## src/rtl/instruction_fetch_pkg.sv

```systemverilog
// Shared fetch-stage definitions: state encodings, reset PC default and bench NOP.
// FAULT state exists only when FETCH_MISALIGN_CHECK_EN is defined.
package instruction_fetch_pkg;

    localparam logic [31:0] RESET_PC_DEFAULT = 32'h0000_0000;
    localparam logic [31:0] NOP_INST         = 32'h0000_0013;

`ifdef FETCH_MISALIGN_CHECK_EN
    typedef enum logic [1:0] {
        S_REQ   = 2'd0,
        S_WAIT  = 2'd1,
        S_HOLD  = 2'd2,
        S_FAULT = 2'd3
    } fetch_state_e;
`else
    typedef enum logic [1:0] {
        S_REQ   = 2'd0,
        S_WAIT  = 2'd1,
        S_HOLD  = 2'd2
    } fetch_state_e;
`endif

    function automatic logic [31:0] word_align(input logic [31:0] addr);
        return {addr[31:2], 2'b00};
    endfunction

endpackage

```

## src/rtl/instruction_fetch_out_reg.sv

```systemverilog
// Fetch output register: holds if_inst/if_pc and the hold-valid flag toward decode.
module fetch_out_reg
    import instruction_fetch_pkg::*;
#(
    parameter logic [31:0] RESET_PC = RESET_PC_DEFAULT
) (
    input  logic        clk,
    input  logic        reset_n,
    input  logic        load_i,
    input  logic        clear_i,
    input  logic        take_i,
    input  logic [31:0] inst_i,
    input  logic [31:0] pc_i,
    output logic        valid_o,
    output logic [31:0] inst_o,
    output logic [31:0] pc_o
);

    logic        valid_q, valid_d;
    logic [31:0] inst_q, inst_d;
    logic [31:0] pc_q, pc_d;

    // Clear outranks load; a completed transfer only drops the valid flag.
    always_comb begin
        valid_d = valid_q;
        inst_d  = inst_q;
        pc_d    = pc_q;
        if (clear_i) begin
            valid_d = 1'b0;
        end else if (load_i) begin
            valid_d = 1'b1;
            inst_d  = inst_i;
            pc_d    = pc_i;
        end else if (take_i) begin
            valid_d = 1'b0;
        end
    end

    always_ff @(posedge clk or negedge reset_n) begin
        if (!reset_n) begin
            valid_q <= 1'b0;
            inst_q  <= '0;
            pc_q    <= RESET_PC;
        end else begin
            valid_q <= valid_d;
            inst_q  <= inst_d;
            pc_q    <= pc_d;
        end
    end

    assign valid_o = valid_q;
    assign inst_o  = inst_q;
    assign pc_o    = pc_q;

endmodule

```

## src/rtl/instruction_fetch.sv

```systemverilog
// RISC-V fetch stage: single outstanding imem fetch, redirect with kill of wrong-path data.
// Optional misaligned-redirect trap enabled by defining FETCH_MISALIGN_CHECK_EN.
module instruction_fetch
    import instruction_fetch_pkg::*;
#(
    parameter logic [31:0] RESET_PC = RESET_PC_DEFAULT
) (
    input  logic        clk,
    input  logic        reset_n,
    output logic        imem_req,
    output logic [31:0] imem_addr,
    input  logic        imem_ready,
    input  logic        imem_rvalid,
    input  logic [31:0] imem_rdata,
    output logic        if_valid,
    input  logic        if_ready,
    output logic [31:0] if_inst,
    output logic [31:0] if_pc,
    input  logic        redirect_valid,
    input  logic [31:0] redirect_pc,
    output logic        fetch_misalign
);

    fetch_state_e state_q, state_d;
    logic [31:0]  pc_q, pc_d;
    logic         kill_q, kill_d;
    logic         out_load, out_clear;
    logic         hold_valid;
    logic         xfer;
    logic [31:0]  redir_target;
    logic         redir_bad;

`ifdef FETCH_MISALIGN_CHECK_EN
    assign redir_target   = redirect_pc;
    assign redir_bad      = redirect_valid && (redirect_pc[1:0] != 2'b00);
    assign fetch_misalign = (state_q == S_FAULT);
`else
    logic unused_redirect_lsbs;
    assign unused_redirect_lsbs = ^redirect_pc[1:0];
    assign redir_target   = word_align(redirect_pc);
    assign redir_bad      = 1'b0;
    assign fetch_misalign = 1'b0;
`endif

    assign imem_req  = reset_n && (state_q == S_REQ);
    assign imem_addr = pc_q;
    // A redirect in the same cycle suppresses the handoff of the held instruction.
    assign if_valid  = hold_valid && !redirect_valid;
    assign xfer      = if_valid && if_ready;

    always_comb begin
        state_d   = state_q;
        pc_d      = pc_q;
        kill_d    = kill_q;
        out_load  = 1'b0;
        out_clear = 1'b0;
`ifdef FETCH_MISALIGN_CHECK_EN
        if (state_q == S_FAULT) begin
            out_clear = 1'b1;
        end else if (redir_bad) begin
            state_d   = S_FAULT;
            kill_d    = 1'b0;
            out_clear = 1'b1;
        end else
`endif
        begin
            case (state_q)
                S_REQ: begin
                    if (redirect_valid) begin
                        pc_d = redir_target;
                    end
                    if (imem_ready) begin
                        // Old address was accepted; its response is wrong-path if redirected.
                        kill_d  = redirect_valid;
                        state_d = S_WAIT;
                    end
                end
                S_WAIT: begin
                    if (redirect_valid) begin
                        pc_d = redir_target;
                        if (imem_rvalid) begin
                            kill_d  = 1'b0;
                            state_d = S_REQ;
                        end else begin
                            kill_d = 1'b1;
                        end
                    end else if (imem_rvalid) begin
                        if (kill_q) begin
                            kill_d  = 1'b0;
                            state_d = S_REQ;
                        end else begin
                            out_load = 1'b1;
                            state_d  = S_HOLD;
                        end
                    end
                end
                S_HOLD: begin
                    if (redirect_valid) begin
                        out_clear = 1'b1;
                        pc_d      = redir_target;
                        state_d   = S_REQ;
                    end else if (xfer) begin
                        pc_d    = pc_q + 32'd4;
                        state_d = S_REQ;
                    end
                end
                default: begin
                    state_d = S_REQ;
                end
            endcase
        end
    end

    always_ff @(posedge clk or negedge reset_n) begin
        if (!reset_n) begin
            state_q <= S_REQ;
            pc_q    <= RESET_PC;
            kill_q  <= 1'b0;
        end else begin
            state_q <= state_d;
            pc_q    <= pc_d;
            kill_q  <= kill_d;
        end
    end

    fetch_out_reg #(
        .RESET_PC (RESET_PC)
    ) u_out_reg (
        .clk     (clk),
        .reset_n (reset_n),
        .load_i  (out_load),
        .clear_i (out_clear),
        .take_i  (xfer),
        .inst_i  (imem_rdata),
        .pc_i    (pc_q),
        .valid_o (hold_valid),
        .inst_o  (if_inst),
        .pc_o    (if_pc)
    );

endmodule

```

## config.mk

```make
export PLATFORM = sky130hd
export DESIGN_NAME = instruction_fetch
export DESIGN_NICKNAME = d
export VERILOG_FILES = /design/src/rtl/instruction_fetch_pkg.sv /design/src/rtl/instruction_fetch_out_reg.sv /design/src/rtl/instruction_fetch.sv
export SDC_FILE = /design/constraint.sdc
export NUM_CORES = 1
export LEC_CHECK = 0
export ABC_AREA = 1
export CORE_UTILIZATION = 46
export CTS_CLUSTER_DIAMETER = 120
export DETAILED_ROUTE_END_ITERATION = 12
export PLACE_DENSITY = 0.81
export SKIP_CTS_REPAIR_TIMING = 1
export SLEW_MARGIN = 20
export SYNTH_ARGS = -nofsm -noshare
export SYNTH_HDL_FRONTEND = slang
export SYNTH_SLANG_ARGS = --single-unit
```

## constraint.sdc

```tcl
create_clock -name clk -period 2 [get_ports clk]
set_input_delay 0.3 -clock clk [delete_from_list [all_inputs] [get_ports clk]]
set_output_delay 0.3 -clock clk [all_outputs]
set_load 0.02 [all_outputs]
```

==> run metrics, run 1 <==
crit path max fanout 5; Fin Clk Skew 0.00736 ns; worst slack, placed 0.0934 ns; switch share 40.9%; aggregate global-route resource usage 25.4%; peak supply drop 0.676 mV; # clock sinks 96; synth unique cells 31; RD Place Congestion 0.908; P&R area growth vs syn 40.6%; Top FF cell, synth dfrtp_1; reg2reg path depth 9; timing-limited maximum frequency 523 MHz; CTS Buffer Depth 2; drt pass-1 iters 5; Fin. Hold Viols 0; Worst Setup Start Kind input pin; clock-pin slew on the worst setup and hold paths 0.09 ns; ys async rst share 100%; HPWL after DPL 9.81 mm; DR DRC count 0; clock group share of total power 15.7%; n_diodes 0; Arrival @ worst endpoint 1.61 ns; placed cell count 940; Logic pwr share 48.8%; Setup Total Neg Slack 0 ns; post-route ant nets 0; port bufs 161; synthesized area per cell 7.46 sq um; fillers 891; Post-Synthesis Cells 658; critical path capture point type output port; unrepaired setup endpoints after global routing false; core box area 10300 sq um; CTS tree built; I/O pin cnt 169; fin crit share 95.5%; layout cells sized above 1 5.73%; initial antenna violation count 0; Critical Path RT 1.70 ns; Total Die Area 11100 sq um; P_int 0.00575 W; largest net degree at the start of global routing 101; detailed-route wire length 13.4 mm; max cap viols 0; routed via count 4799; final worst slack 0.0892 ns; Row Count 37; reg2reg end imem_addr[31]; Worst Hold Class in2async; outcome completed; CTS Buf Count 9; top post-synthesis cells by area dfrtp_1 49%, nand2_1 17%, inv_1 5.7%; vias in the first global route 4739; Synth Cell Area 4910 sq um; Leak 3.23 nW; Clock Tree Root clkbuf_8; Synth Register Bits 96; Crit Path Class in2out; Final #Nets 886; die width 105 um; Tmin final 1.91 ns; Post-DP Area 6650 sq um; initial drt markers 351; Finished Cell Area 6900 sq um; Die H 105 um; Sequential Power Share 35.4%; R2R setup slack 0.20 ns; drt wl/cell 14.0 um; Non-Filler Instances 956; synth warn 0; sequential-to-total area share from yosys stat 48.9%; CTS HTree Levels 3; Power Density 1410 nW/um^2; Synth area leader dfrtp_1; worst hold slack 0.0343 ns; worst skew pair latency 0.36 ns; first-pass GRT wire length 22.3 mm; total gr overflow 0; Psw 0.00399 W; Final setup viols 0; fin. max-slew vios 0; starting density of the core 47.5%; Vias per Instance 5.02; Crit. Startpoint redirect_valid; Reg-to-Reg Start imem_addr[4]; top cell type's share of synthesized area 48.9%; EDFF count, synth 0
==> flip-flops by register name, indices dropped and copies added, names as in the netlist <==
| register | cells |
|---|---|
| u_out_reg.pc_o | 30 |
| u_out_reg.inst_o | 32 |
| kill_q | 1 |
| u_out_reg.valid_o | 1 |
| state_q | 2 |
| imem_addr | 30 |
==> logic make-up (layout without fill, tap and decap cells) <==
group | Yosys count | in the layout | synth area share (%)
xor gates and xnor gates | 2 | 2 | 0.357
and+or+nand+nor | 332 | 332 | 27.2
buffers and inverters | 108 | 266 | 9.74
AOI/OAI and AO/OA | 118 | 118 | 13.4
adders and majority gates | 1 | 1 | 0.255
DFF | 96 | 96 | 48.9
other | 1 | 5 | 0.0764
==> critical path, cell delays in order <==
cell	delay [ns]
clkdlybuf4s50_1	0.51
nor2_1	0.18
clkdlybuf4s50_1	0.62
==> cell type report <==
class | instances | area (sq um) | area share [%]
Clock buffer | 10 | 128 | 1.85
Timing Repair Buffer | 173 | 1740 | 25.2
Inverter | 77 | 289 | 4.19
Multi-Input combinational cell | 458 | 2060 | 29.8
Tap cell | 136 | 170 | 2.47
Clock inverter | 6 | 115 | 1.67
Sequential cell | 96 | 2400 | 34.8
==> synth_stat cells, types with 4 or more instances <==
library cell / count
nand2_1: 223
dfrtp_1: 96
inv_1: 75
nor2_1: 56
o21ai_0: 40
nand3_1: 36
o21ai_1: 36
a21oi_1: 15
o21a_1: 14
buf_2: 13
or2_2: 8
clkbuf_1: 7
buf_4: 5
buf_6: 5
o21ai_2: 4
o22ai_1: 4
==> power groups by stage <==
| stage | Clock (W) | Sequential (W) | Combinational (W) |
|---|---|---|---|
| finish | 0.00153 | 0.00345 | 0.00475 |
| global route | 0.00163 | 0.00357 | 0.00516 |
| CTS | 0.00157 | 0.00344 | 0.00478 |
| detailed placement | 0 | 0.00347 | 0.00477 |
| global placement | 0 | 0.00343 | 0.00467 |
| floorplan | 0 | 0.00434 | 0.00153 |
==> through the flow <==
step	total power [W]	util, %
floorplan	0.00588	-
global placement	0.00810	64.4
detailed placement	0.00824	64.4
CTS	0.00979	66.8
global route	0.0104	66.8
finish	0.00974	66.8
==> cell usage in the layout, fill, tap and decap left out, types with 4 or more instances in the layout <==
| cell type | synthesis | layout |
|---|---|---|
| o22ai_1 | 4 | 4 |
| clkbuf_8 | 0 | 9 |
| nand3_1 | 36 | 36 |
| or2_2 | 8 | 8 |
| buf_4 | 5 | 10 |
| o21ai_0 | 40 | 40 |
| inv_1 | 75 | 75 |
| nand2_1 | 223 | 223 |
| dfrtp_1 | 96 | 96 |
| nor2_1 | 56 | 55 |
| clkdlybuf4s50_1 | 0 | 159 |
| o21ai_1 | 36 | 36 |
| conb_1 | 1 | 5 |
| a21oi_1 | 15 | 15 |
| o21ai_2 | 4 | 4 |
| o21a_1 | 14 | 14 |
==> worst max path at each step <==
stage	end	slack, ns	cells after the start
floorplan	imem_addr[14]	0.34	10
global placement	if_valid	0.09	3
detailed placement	if_valid	0.09	3
CTS	imem_req	-0.03	2
global route	imem_addr[31]	0.04	9
finish	if_valid	0.09	3
==> layer usage <==
metal  GRT usage (%)  vias to the layer above  share of wire, %
li1                -                     2378                 -
met1            33.3                     2202                45
met2            41.0                      188                46
met3            4.27                       31               5.9
met4            12.0                        0               2.9
met5               0                        -                 0
No activity file was read; power rests on OpenSTA's default activity.
==> inputs of run 2 (changes only) <==
--- a/config.mk
+++ b/config.mk
@@ -6,10 +6,12 @@
 export NUM_CORES = 1
 export LEC_CHECK = 0
 export ABC_AREA = 1
-export CORE_UTILIZATION = 46
+export CORE_UTILIZATION = 63
 export CTS_CLUSTER_DIAMETER = 120
 export DETAILED_ROUTE_END_ITERATION = 12
-export PLACE_DENSITY = 0.81
+export DONT_BUFFER_PORTS = 1
+export GPL_TIMING_DRIVEN = 0
+export PLACE_DENSITY = 0.79
 export SKIP_CTS_REPAIR_TIMING = 1
 export SLEW_MARGIN = 20
 export SYNTH_ARGS = -nofsm -noshare
==> run metrics, run 2 (synthesized netlist as in run 1, its figures left out) <==
max reg flops 32; Vias per Instance 5.77; timing-limited maximum frequency 527 MHz; peak supply drop 0.710 mV; Leak 2.63 nW; fin crit share 94.8%; Clock Tree Root clkbuf_8; Critical Path RT 2.26 ns; drt wl/cell 17.7 um; Arrival @ worst endpoint 2.16 ns; Reg-to-Reg Start imem_addr[3]; first-pass GRT wire length 21.8 mm; routing usage on met2 56.9%; layer with the highest usage met2; Fin. Hold Viols 96; worst skew pair latency 0.36 ns; Fin Clk Skew 0.00931 ns; drt pass-1 iters 5; starting density of the core 66.3%; most used cell, CP nand2_1; fillers 650; Crit Path Class reg2reg; CP max stage delay 0.50 ns; # clock sinks 96; Setup Total Neg Slack 0 ns; Worst Setup Start Kind flip-flop; initial antenna violation count 1; Tmin final 1.90 ns; core box area 7410 sq um; total gr overflow 0; CTS HTree Levels 3; Power Density 1510 nW/um^2; Die H 90.3 um; worst relative slew slack 56.4%; R2R setup slack 0.10 ns; HPWL after DPL 9.97 mm; crit path max fanout 6; Crit-path slowest cell dfrtp_2; CTS tree built; Final #Nets 744; Row Count 31; unrepaired setup endpoints after global routing false; port bufs 0; reg2reg path depth 10; DR DRC count 0; die width 90.3 um; routed via count 4491; worst hold slack -0.382 ns; P&R area growth vs syn 7.77%; aggregate global-route resource usage 34.5%; fin. max-slew vios 0; Worst Max-Slew Pin Slew 0.653 ns; I/O pin cnt 169; outcome finished with violations; met1 Usage GRT 45.1%; Worst Setup EP imem_addr[14]; Total Die Area 8150 sq um; layout cells sized above 1 9.59%; post-route ant nets 0; most common cell after layout, fill and taps aside nand2_1; Crit. Startpoint imem_addr[3]; vias in the first global route 4284; largest net degree at the start of global routing 98; detailed-route wire length 13.8 mm; most frequent cells in the layout 223 x nand2_1, 93 x dfrtp_1, 75 x inv_1; initial drt markers 233; failing checks hold timing; critical path capture point type flip-flop; Critical Path, Cell by Cell ha_2 > inv_1 > nor2_4 > nand2_1 > inv_1 > nand2_1 > o22ai_1 > nand2_1 > nand2_1 > inv_1; CTS Buffer Depth 2; reg2reg end imem_addr[14]; Power Total 0.00801 W; met3 Usage GRT 8.08%; max cap viols 0; CTS Buf Count 9; Final setup viols 0; Worst Hold Class in2async; clock-pin slew on the worst setup and hold paths 0.10 ns; RD Place Congestion 0.933
run 2: layer usage:
layer | routed length [um] | vias to the layer above
met5 | 0 | -
met4 | 319 | 0
met3 | 1290 | 28
met2 | 6560 | 249
met1 | 5630 | 2122
li1 | - | 2092
run 2: layout make-up:
cell class	count	area [sq um]	area share, %
flip-flops and latches	96	2410	45.5
multi-input cells	458	2070	39.1
inverters	77	289	5.46
plain buffers	31	195	3.69
clock buffers	10	128	2.41
well taps	99	124	2.34
clock inverters	6	77.6	1.47
diodes	1	2.50	0.0473
run 2: worst min-delay path by stage:
stage / from / end / slack [ns] / cells after the start
floorplan: reset_n / imem_addr[10] / 0.004 / 0
global placement: reset_n / u_out_reg.inst_o[0] / 0.006 / 0
detailed placement: reset_n / u_out_reg.inst_o[0] / 0.007 / 0
CTS: reset_n / u_out_reg.inst_o[0] / -0.39 / 0
global route: reset_n / u_out_reg.inst_o[0] / -0.40 / 0
finish: reset_n / u_out_reg.pc_o[6] / -0.38 / 0
run 2: worst max-delay path, delay by kind of cell, from the launching register on:
kind | cells | cell delay [ns]
buf+inv | 3 | 0.31
simple gates | 5 | 0.58
fa+ha+maj | 1 | 0.28
flops | 1 | 0.50
compound gates | 1 | 0.13
run 2: through the flow:
stage | cell area [sq um] | util (%) | setup WS (ns) | hold WS (ns) | std cells
finish | 5290 | 71.4 | 0.104 | -0.382 | 778
global placement | 5050 | 68.1 | -0.144 | 0.00619 | 761
detailed placement | 5050 | 68.1 | -0.178 | 0.00694 | 761
floorplan | 4920 | - | 0.336 | 0.00441 | 662
global route | 5290 | 71.4 | 0.00434 | -0.399 | 777
CTS | 5250 | 70.9 | -0.201 | -0.391 | 777
run 2: power by group:
part	switching, W	total (W)	internal [W]
Clock	0.000738	0.00134	0.000601
Combinational	0.00134	0.00207	0.000731
Sequential	0.00185	0.00460	0.00275
==> inputs of run 3 (changes only) <==
--- a/config.mk
+++ b/config.mk
@@ -13,7 +13,7 @@
 export GPL_TIMING_DRIVEN = 0
 export PLACE_DENSITY = 0.79
 export SKIP_CTS_REPAIR_TIMING = 1
-export SLEW_MARGIN = 20
+export SLEW_MARGIN = 10
 export SYNTH_ARGS = -nofsm -noshare
 export SYNTH_HDL_FRONTEND = slang
 export SYNTH_SLANG_ARGS = --single-unit
==> constraint.sdc (replaced) <==
create_clock -name clk -period 1.9 [get_ports clk]
set_input_delay 0.285 -clock clk [delete_from_list [all_inputs] [get_ports clk]]
set_output_delay 0.285 -clock clk [all_outputs]
set_load 0.02 [all_outputs]
==> run metrics, run 3 (synthesized netlist as in run 1, its figures left out) <==
Clock Tree Root clkbuf_8; Worst Hold Class in2async; drt pass-1 iters 5; met2 WL 6.67 mm; critical path capture point type flip-flop; peak supply drop 0.776 mV; Reg-to-Reg Start state_q[1]; most frequent cells in the layout 222 x nand2_1, 85 x dfrtp_1, 74 x inv_1; clock-pin slew on the worst setup and hold paths 0.10 ns; Die H 90.3 um; Critical Path RT 2.16 ns; Fin. Hold Viols 96; first-pass GRT wire length 21.8 mm; CTS Buf Count 9; worst hold slack -0.399 ns; post-route ant nets 0; timing-limited maximum frequency 553 MHz; crit path max fanout 10; core box area 7410 sq um; worst skew pair latency 0.36 ns; Row Count 31; Fin Clk Skew 0.00907 ns; Final #Nets 744; Power Density 1590 nW/um^2; # clock sinks 96; total gr overflow 0; Leak 2.63 nW; aggregate global-route resource usage 34.5%; starting density of the core 66.3%; Post-DP Area 5050 sq um; P&R area growth vs syn 8.64%; Power Total 0.00850 W; Total Die Area 8150 sq um; drt wl/cell 17.9 um; highest routed layer met4; die width 90.3 um; worst relative slew slack 56.4%; Tmin final 1.81 ns; outcome finished with violations; fin crit share 95.1%; DR WL met3 1.35 mm; I/O pin cnt 169; max cap viols 0; layout cells sized above 1 11.7%; reg2reg end imem_addr[4]; CTS Buffer Depth 2; port bufs 0; Finished Cell Area 5330 sq um; CTS tree built; initial antenna violation count 1; routed via count 4517; Worst Max-Slew Pin Slew 0.653 ns; RD Place Congestion 0.933; Arrival @ worst endpoint 2.07 ns; reg2reg path depth 7; fin. max-slew vios 0; WL met1 5.62 mm; unrepaired setup endpoints after global routing false; failing checks hold timing; Crit Path Class reg2reg; max reg flops 32; Worst Setup Start Kind flip-flop; detailed-route wire length 13.9 mm; Vias per Instance 5.81; initial drt markers 262; most common cell after layout, fill and taps aside nand2_1; CTS HTree Levels 3; Final setup viols 0; DR DRC count 0; HPWL after DPL 9.97 mm; R2R setup slack 0.09 ns; largest net degree at the start of global routing 98; vias in the first global route 4284
run 3: cell types whose count changed in the layout (fill, tap and decap cells not counted), moves of 3 or more:
cell      delta
clkbuf_1     -3
clkbuf_2     +3
dfrtp_1      -8
dfrtp_2      +8
run 3: cell type report:
class                      count  area (sq um)
multi-input combinational    458          2090
buffer                        31           205
tap                           99           124
antenna                        1          2.50
inverter                      77           292
clock buffer                  10           128
fill                         648          2080
clock inverter                 6          77.6
sequential                    96          2420
run 3: routing by layer:
metal / vias to the layer above / track usage (%)
met4: 0 / 11.2
met5: - / 0
met1: 2145 / 45.1
li1: 2090 / -
met3: 24 / 8.08
met2: 258 / 56.9
run 3: how the worst max path moves through the flow:
stage / startpoint / end / slack [ns] / cells after the start
2_1_floorplan: imem_addr[3] / imem_addr[14] / 0.24 / 10
3_3_place_gp: imem_addr[3] / imem_addr[14] / -0.24 / 10
3_5_place_dp: imem_addr[3] / imem_addr[14] / -0.28 / 10
4_1_cts: imem_addr[3] / imem_addr[14] / -0.30 / 10
5_1_grt: imem_addr[2] / imem_addr[31] / 0.004 / 9
6_report: state_q[1] / imem_addr[4] / 0.09 / 7
run 3: stage by stage:
step,worst slack [ns],util (%),cells,TNS [ns]
6_report,0.0927,72.0,778,0
3_5_place_dp,-0.278,68.1,761,-2.07
5_1_grt,0.00417,71.9,777,0
4_1_cts,-0.301,70.9,777,-3.04
2_1_floorplan,0.236,-,662,0
3_3_place_gp,-0.244,68.1,761,-1.23
run 3: worst max-delay path, stage by stage, from the launching register on:
cell and delay (ns):
dfrtp_1 0.37, buf_2 0.16, o21ai_0 0.30, nand2_4 0.18
inv_4 0.14, clkbuf_4 0.24, o21ai_0 0.11, a22oi_1 0.20
run 3: power by group:
part / total [W] / internal (W) / switching [W]
Combinational: 0.00221 / 0.000792 / 0.00142
Clock: 0.00141 / 0.000633 / 0.000778
Sequential: 0.00487 / 0.00291 / 0.00196
